==> config.mk <==
export PLATFORM = sky130hd
export DESIGN_NAME = hazard_ctrl_flat
export DESIGN_NICKNAME = d
export VERILOG_FILES = /design/src/rtl/hazard_ctrl_if.sv /design/src/rtl/hazard_ctrl.sv /design/src/flat_wrapper.sv
export SDC_FILE = /design/constraint.sdc
export NUM_CORES = 1
export LEC_CHECK = 0
export ABC_AREA = 1
export BUFFER_PORTS_ARGS = -buffer_cell sky130_fd_sc_hd__buf_2
export CAP_MARGIN = 0
export CORE_ASPECT_RATIO = 1.1
export CORE_MARGIN = 2
export CORE_UTILIZATION = 29
export DETAILED_ROUTE_END_ITERATION = 10
export GPL_ROUTABILITY_DRIVEN = 0
export HOLD_SLACK_MARGIN = 0.05
export PLACE_DENSITY_LB_ADDON = 0.25
export SLEW_MARGIN = 10
export SYNTH_ARGS = -nofsm -noshare
export SYNTH_HDL_FRONTEND = slang
export SYNTH_SLANG_ARGS = --single-unit
==> constraint.sdc <==
create_clock -name clk_i -period 2.9 [get_ports clk_i]
set_input_delay 0.145 -clock clk_i [delete_from_list [all_inputs] [get_ports clk_i]]
set_output_delay 0.145 -clock clk_i [all_outputs]
set_load 0.01 [all_outputs]
==> src/rtl/hazard_ctrl_if.sv <==
// Purpose: groups the hazard controller's hazard/branch/dmem inputs and its stall/flush/perf outputs.
// Latency: n/a (bundle of wires only).
// Backpressure: n/a; master drives the *_i fields, slave (the controller) drives the *_o fields.
// Ports: rs1/rs2 load-use flags, branch redirect, dmem req/ack in; holds, bubbles, flush,
//        fault and three CNT_W-wide perf counters out.
interface hazard_ctrl_if #(
  parameter int CNT_W = 16
);
  logic             rs1_lu_hazard_i;
  logic             rs2_lu_hazard_i;
  logic             branch_taken_i;
  logic             dmem_req_i;
  logic             dmem_ack_i;
  logic             pc_hold_o;
  logic             if_id_hold_o;
  logic             if_id_flush_o;
  logic             id_ex_hold_o;
  logic             id_ex_bubble_o;
  logic             ex_mem_hold_o;
  logic             mem_wb_bubble_o;
  logic             mem_fault_o;
  logic [CNT_W-1:0] lu_stall_cnt_o;
  logic [CNT_W-1:0] mem_stall_cnt_o;
  logic [CNT_W-1:0] flush_cnt_o;

  modport master (
    output rs1_lu_hazard_i, rs2_lu_hazard_i, branch_taken_i, dmem_req_i, dmem_ack_i,
    input  pc_hold_o, if_id_hold_o, if_id_flush_o, id_ex_hold_o, id_ex_bubble_o,
           ex_mem_hold_o, mem_wb_bubble_o, mem_fault_o,
           lu_stall_cnt_o, mem_stall_cnt_o, flush_cnt_o
  );

  modport slave (
    input  rs1_lu_hazard_i, rs2_lu_hazard_i, branch_taken_i, dmem_req_i, dmem_ack_i,
    output pc_hold_o, if_id_hold_o, if_id_flush_o, id_ex_hold_o, id_ex_bubble_o,
           ex_mem_hold_o, mem_wb_bubble_o, mem_fault_o,
           lu_stall_cnt_o, mem_stall_cnt_o, flush_cnt_o
  );
endinterface

==> src/rtl/hazard_ctrl.sv <==
// Purpose: pipeline stall/flush controller with saturating perf counters and a sticky dmem-timeout fault.
// Latency: stall/flush outputs are combinational (same cycle); counters and fault update at the next edge.
// Backpressure: an outstanding dmem access freezes the whole pipe; branch/load-use actions wait behind it.
// Ports: clk_i, rst_i (async, active-high) plain; everything else through hazard_ctrl_if.slave.
module hazard_ctrl #(
  parameter int CNT_W    = 16,
  parameter int MAX_WAIT = 64
) (
  input  logic          clk_i,
  input  logic          rst_i,
  hazard_ctrl_if.slave  bus
);

  localparam int WAIT_W = 16;

  typedef enum logic [1:0] {
    RUN      = 2'd0,
    MEM_WAIT = 2'd1,
    FAULT    = 2'd2
  } state_e;

  state_e            state_q, state_d;
  // Index of the current wait cycle while in MEM_WAIT (the RUN cycle that
  // started the wait is cycle 1, so the first MEM_WAIT cycle is 2).
  logic [WAIT_W-1:0] wait_q, wait_d;
  logic [CNT_W-1:0]  lu_cnt_q, lu_cnt_d;
  logic [CNT_W-1:0]  mem_cnt_q, mem_cnt_d;
  logic [CNT_W-1:0]  flush_cnt_q, flush_cnt_d;

  logic memw;
  logic freeze;
  logic br_sel;
  logic lu_sel;

  always_comb begin
    memw   = bus.dmem_req_i & ~bus.dmem_ack_i;
    freeze = (state_q != RUN) | memw;
    // A frozen EX keeps presenting the branch/hazard, so both are simply deferred.
    br_sel = ~freeze & bus.branch_taken_i;
    // A taken branch squashes the younger instruction, so its hazard is moot.
    lu_sel = ~freeze & ~bus.branch_taken_i & (bus.rs1_lu_hazard_i | bus.rs2_lu_hazard_i);
  end

  // Control outputs are forced low for the whole time reset is asserted,
  // even though the inputs feeding them may still be toggling.
  always_comb begin
    bus.pc_hold_o       = ~rst_i & (freeze | lu_sel);
    bus.if_id_hold_o    = ~rst_i & (freeze | lu_sel);
    bus.if_id_flush_o   = ~rst_i & br_sel;
    bus.id_ex_hold_o    = ~rst_i & freeze;
    bus.id_ex_bubble_o  = ~rst_i & (br_sel | lu_sel);
    bus.ex_mem_hold_o   = ~rst_i & freeze;
    bus.mem_wb_bubble_o = ~rst_i & freeze;
    bus.mem_fault_o     = (state_q == FAULT);
    bus.lu_stall_cnt_o  = lu_cnt_q;
    bus.mem_stall_cnt_o = mem_cnt_q;
    bus.flush_cnt_o     = flush_cnt_q;
  end

  always_comb begin
    state_d = state_q;
    wait_d  = wait_q;
    case (state_q)
      RUN: begin
        wait_d = '0;
        if (memw) begin
          // With a limit of one, the very first wait cycle is already the last.
          if (MAX_WAIT == 1) begin
            state_d = FAULT;
          end else begin
            state_d = MEM_WAIT;
            wait_d  = WAIT_W'(2);
          end
        end
      end
      MEM_WAIT: begin
        if (bus.dmem_ack_i) begin
          state_d = RUN;
          wait_d  = '0;
        end else if (wait_q == WAIT_W'(MAX_WAIT)) begin
          state_d = FAULT;
          wait_d  = '0;
        end else begin
          wait_d = wait_q + 1'b1;
        end
      end
      FAULT: begin
        wait_d = '0;
      end
      default: begin
        state_d = RUN;
        wait_d  = '0;
      end
    endcase
  end

  // Perf counters stick at all-ones rather than wrapping.
  always_comb begin
    lu_cnt_d    = lu_cnt_q;
    mem_cnt_d   = mem_cnt_q;
    flush_cnt_d = flush_cnt_q;
    if (lu_sel && (lu_cnt_q != '1)) begin
      lu_cnt_d = lu_cnt_q + 1'b1;
    end
    if (freeze && (state_q != FAULT) && (mem_cnt_q != '1)) begin
      mem_cnt_d = mem_cnt_q + 1'b1;
    end
    if (br_sel && (flush_cnt_q != '1)) begin
      flush_cnt_d = flush_cnt_q + 1'b1;
    end
  end

  always_ff @(posedge clk_i or posedge rst_i) begin
    if (rst_i) begin
      state_q     <= RUN;
      wait_q      <= '0;
      lu_cnt_q    <= '0;
      mem_cnt_q   <= '0;
      flush_cnt_q <= '0;
    end else begin
      state_q     <= state_d;
      wait_q      <= wait_d;
      lu_cnt_q    <= lu_cnt_d;
      mem_cnt_q   <= mem_cnt_d;
      flush_cnt_q <= flush_cnt_d;
    end
  end

endmodule

==> src/flat_wrapper.sv <==
// flat-port wrapper written by rule: the top's interface ports become plain ports
module hazard_ctrl_flat 
#(
  parameter int CNT_W    = 16,
  parameter int MAX_WAIT = 64
)
  (clk_i, rst_i, bus_rs1_lu_hazard_i, bus_rs2_lu_hazard_i, bus_branch_taken_i, bus_dmem_req_i, bus_dmem_ack_i, bus_pc_hold_o, bus_if_id_hold_o, bus_if_id_flush_o, bus_id_ex_hold_o, bus_id_ex_bubble_o, bus_ex_mem_hold_o, bus_mem_wb_bubble_o, bus_mem_fault_o, bus_lu_stall_cnt_o, bus_mem_stall_cnt_o, bus_flush_cnt_o);
  hazard_ctrl_if #(.CNT_W(CNT_W)) bus_i ();
  input  logic clk_i;
  input  logic rst_i;
  input wire logic [$bits(bus_i.rs1_lu_hazard_i)-1:0] bus_rs1_lu_hazard_i;
  input wire logic [$bits(bus_i.rs2_lu_hazard_i)-1:0] bus_rs2_lu_hazard_i;
  input wire logic [$bits(bus_i.branch_taken_i)-1:0] bus_branch_taken_i;
  input wire logic [$bits(bus_i.dmem_req_i)-1:0] bus_dmem_req_i;
  input wire logic [$bits(bus_i.dmem_ack_i)-1:0] bus_dmem_ack_i;
  output wire logic [$bits(bus_i.pc_hold_o)-1:0] bus_pc_hold_o;
  output wire logic [$bits(bus_i.if_id_hold_o)-1:0] bus_if_id_hold_o;
  output wire logic [$bits(bus_i.if_id_flush_o)-1:0] bus_if_id_flush_o;
  output wire logic [$bits(bus_i.id_ex_hold_o)-1:0] bus_id_ex_hold_o;
  output wire logic [$bits(bus_i.id_ex_bubble_o)-1:0] bus_id_ex_bubble_o;
  output wire logic [$bits(bus_i.ex_mem_hold_o)-1:0] bus_ex_mem_hold_o;
  output wire logic [$bits(bus_i.mem_wb_bubble_o)-1:0] bus_mem_wb_bubble_o;
  output wire logic [$bits(bus_i.mem_fault_o)-1:0] bus_mem_fault_o;
  output wire logic [$bits(bus_i.lu_stall_cnt_o)-1:0] bus_lu_stall_cnt_o;
  output wire logic [$bits(bus_i.mem_stall_cnt_o)-1:0] bus_mem_stall_cnt_o;
  output wire logic [$bits(bus_i.flush_cnt_o)-1:0] bus_flush_cnt_o;
  assign bus_i.rs1_lu_hazard_i = bus_rs1_lu_hazard_i;
  assign bus_i.rs2_lu_hazard_i = bus_rs2_lu_hazard_i;
  assign bus_i.branch_taken_i = bus_branch_taken_i;
  assign bus_i.dmem_req_i = bus_dmem_req_i;
  assign bus_i.dmem_ack_i = bus_dmem_ack_i;
  assign bus_pc_hold_o = bus_i.pc_hold_o;
  assign bus_if_id_hold_o = bus_i.if_id_hold_o;
  assign bus_if_id_flush_o = bus_i.if_id_flush_o;
  assign bus_id_ex_hold_o = bus_i.id_ex_hold_o;
  assign bus_id_ex_bubble_o = bus_i.id_ex_bubble_o;
  assign bus_ex_mem_hold_o = bus_i.ex_mem_hold_o;
  assign bus_mem_wb_bubble_o = bus_i.mem_wb_bubble_o;
  assign bus_mem_fault_o = bus_i.mem_fault_o;
  assign bus_lu_stall_cnt_o = bus_i.lu_stall_cnt_o;
  assign bus_mem_stall_cnt_o = bus_i.mem_stall_cnt_o;
  assign bus_flush_cnt_o = bus_i.flush_cnt_o;
  hazard_ctrl #(.CNT_W(CNT_W), .MAX_WAIT(MAX_WAIT)) u_core (.clk_i(clk_i), .rst_i(rst_i), .bus(bus_i));
endmodule
==> metrics.txt <==
Iteration-0 DRC Markers=about 200; post-CTS setup buffer count=0; Syn Area/Cell=7.03 um^2; Final setup violation count=0; Port Buf Inserts=62; Clk Latency, worst-skew pair=340 ps; cell count after placement=a little over 800; clk_skew=roughly 5.0 ps; Slowest Stage Delay on Critical Path=500 ps; mux cell area share after synthesis=0; H-tree depth=3; Cell variety after synth=31; drt drc=0; Logic pwr share=0.017; Final Critical Period=1890 ps; total number of yosys warnings=0; number of global-route vias before repair=3,476; largest family of logic cells by synthesized area=simple AND/OR/NAND/NOR gates; sum of buffers and inverters on the critical path=1; total CTS buffers=9; CP max FO=14; Cell Area, Synth=4080 um^2; FP Rows=45; chip width=approximately 120 um; antenna cell count=0; crit path launch type=register; commonest cells after routing, fill and taps aside=nand2_1, nor2_1, dfrtp_1; Power Internal=between 1.5 and 2 mW; Final Hold Fails=0; final worst path period share=0.652; FMAX=0.529 GHz; CTS sink count=66; I/O pin count=63; endpoint class of the critical path=register; root buffer cell=clkbuf_16; starting density of the core=0.296; Layout fillers=around 1,500; Setup Crit Path Kind=register to register; worst path cell trace=ha_1, inv_1, nor2_4, nand2_2, o21ai_2, o21ai_0; Die Y=128 um; Die Area=about 15,000 um^2; Crit path arrival time=2090 ps; GR Util All Layers=0.140; clk buf depth=2; Synth Register Bits=66; Seq/Total Area, Yosys=0.405; routed wire length=9670 um; simple-gate area share of the yosys netlist=0.411; Via density=4.48; P&R area growth vs syn=20.3%; WL/cell=11.5 um; # Max-Cap Violations=0; most common cell after layout, fill and taps aside=nand2_1; share of post-route cells with drive strength above 1=0.168; Worst Path Required=3100 ps; Sw Pwr=443 uW; switching portion of total power=0.202; Compound-Gate Fraction of Synth Area=0.0439; Syn Nets=592; antenna violations before repair=0; RSZ-0062 raised after global routing=false; final worst slack=1010 ps; Clock power frac=0.563; Core Region=roughly 14,000 um^2; post-route insts no fill=838; Post-synth EDFFs=0; largest net degree at the start of global routing=35; CP delay by family, top=compound AO/OA/AOI/OAI gates; pre-CTS worst setup slack=between 1000 and 1500 ps; Post-Synth Adder-Cell Area=0.0153; nets=657; PwrDens=447 nW/um^2; Cells after Synth=580; first-pass GRT wire length=16,700 um; Async S/R FF share, synth=1.00; Worst-Margin Slew=762 ps; DP Area=between 4000 and 5000 um^2; TritonCTS clock tree=built; Detail Route Antenna Nets=0; Peak VDD IR=234 uV; slowest CP cell=o21ai_2; relative slew slack=0.491; Synth Flop Type=dfrtp_1; Synth Area in XOR/XNOR=0.0580; DR vias=3,757; HP Class=primary input to register; total gr overflow=0; first-pass detailed-route iteration total=4; Setup TNS=0 ps; Post-DP HPWL=between 7000 and 8000 um; sequential share of power=0.420; P_leak=2.41 nW; clock slew at reported path FFs=around 60 ps; post-route design area=4910 um^2; run status=complete, no violations; post-cts resize count=0; Slew Viols, Final=0
## flip-flops by register name, summed over array words and instances, names as in the netlist
signal	count
u_core.bus.flush_cnt_o	16
u_core.bus.lu_stall_cnt_o	16
u_core.bus.mem_stall_cnt_o	16
u_core.state_q	2
u_core.wait_q	16
## metrics by stage
stage          power (mW)  hold slack [ps]   util
4_1_cts              2.23             99.4  0.356
3_3_place_gp        0.976              360  0.331
6_report             2.20              116  0.356
2_1_floorplan       0.959              312      -
5_1_grt              2.28              124  0.356
3_5_place_dp        0.976              368  0.331
## routing by layer
| metal | global-route usage | wire (um) |
|---|---|---|
| met3 | 0.0349 | 365 |
| met1 | 0.185 | 4670 |
| met2 | 0.222 | 4460 |
| met4 | 0.0540 | 180 |
| met5 | 0 | 0 |
## cell usage after synthesis (2+ instances only)
| cell type | instances | area [um^2] |
|---|---|---|
| inv_1 | 45 | 169 |
| buf_6 | 4 | 45.0 |
| ha_1 | 5 | 62.6 |
| a21oi_1 | 5 | 25.0 |
| xor2_1 | 8 | 70.1 |
| o21ai_0 | 20 | 100 |
| buf_2 | 2 | 10.0 |
| dfrtp_1 | 66 | 1650 |
| nand2_1 | 240 | 901 |
| nor3_1 | 8 | 40.0 |
| nand4_1 | 16 | 100 |
| nand2_4 | 2 | 22.5 |
| inv_2 | 2 | 7.51 |
| nand3_1 | 28 | 140 |
| nand3_2 | 2 | 20.0 |
| nor2_2 | 7 | 43.8 |
| o21ai_4 | 2 | 32.5 |
| nor2_4 | 5 | 56.3 |
| buf_4 | 4 | 30.0 |
| nor2_1 | 76 | 285 |
| xnor2_1 | 19 | 166 |
| nand3b_1 | 2 | 15.0 |
| nand2_2 | 4 | 25.0 |
## final timing paths
path	startpoint	endpoint	slack [ps]	depth (start not counted)
min in group asynchronous	rst_i	u_core.bus.flush_cnt_o[12]	540	3
worst max-delay path	u_core.bus.flush_cnt_o[0]	u_core.bus.flush_cnt_o[5]	1010	6
worst max register to register	u_core.bus.flush_cnt_o[0]	u_core.bus.flush_cnt_o[5]	1010	6
max in group asynchronous	rst_i	u_core.bus.lu_stall_cnt_o[7]	1710	4
worst min-delay path	bus_dmem_req_i	u_core.wait_q[1]	120	3
worst min register to register	u_core.wait_q[0]	u_core.wait_q[0]	460	1
## area by class of cell
type / count / area, um^2 / area share
Clock buffer: 12 / 267 / 0.0543
Clock inverter: 4 / 72.6 / 0.0148
Inverter: 49 / 188 / 0.0382
Multi-Input combinational cell: 455 / 2160 / 0.439
Sequential cell: 66 / 1650 / 0.336
Tap cell: 188 / 235 / 0.0479
Timing Repair Buffer: 64 / 340 / 0.0693
## power by group through the flow
stage,sequential [mW],combinational [mW],clock (mW)
after floorplan,0.938,0.0217,0
after global placement,0.938,0.0383,0
after detailed placement,0.938,0.0386,0
after CTS,0.921,0.0398,1.27
after global routing,0.921,0.0445,1.32
final,0.921,0.0372,1.24
## what timing repair did
action,in CTS,in global routing
hold endpoints to repair,32,0
hold buffers,1,0
endpoints found under the setup margin,0,0
## cells by family after synthesis
group | count (synthesis)
AOI/OAI and AO/OA | 30
xor gates and xnor gates | 27
adders and majority gates | 5
buffers and inverters | 59
DFF | 66
and+or+nand+nor | 393
## worst register-to-register path, delay by kind of cell, from the launching register on
kind | cells | cell delay (ps)
compound gates | 2 | 670
flops | 1 | 440
fa+ha+maj | 1 | 280
simple gates | 2 | 260
buf+inv | 1 | 100
Note: power is estimated with default switching activity, not from simulation.
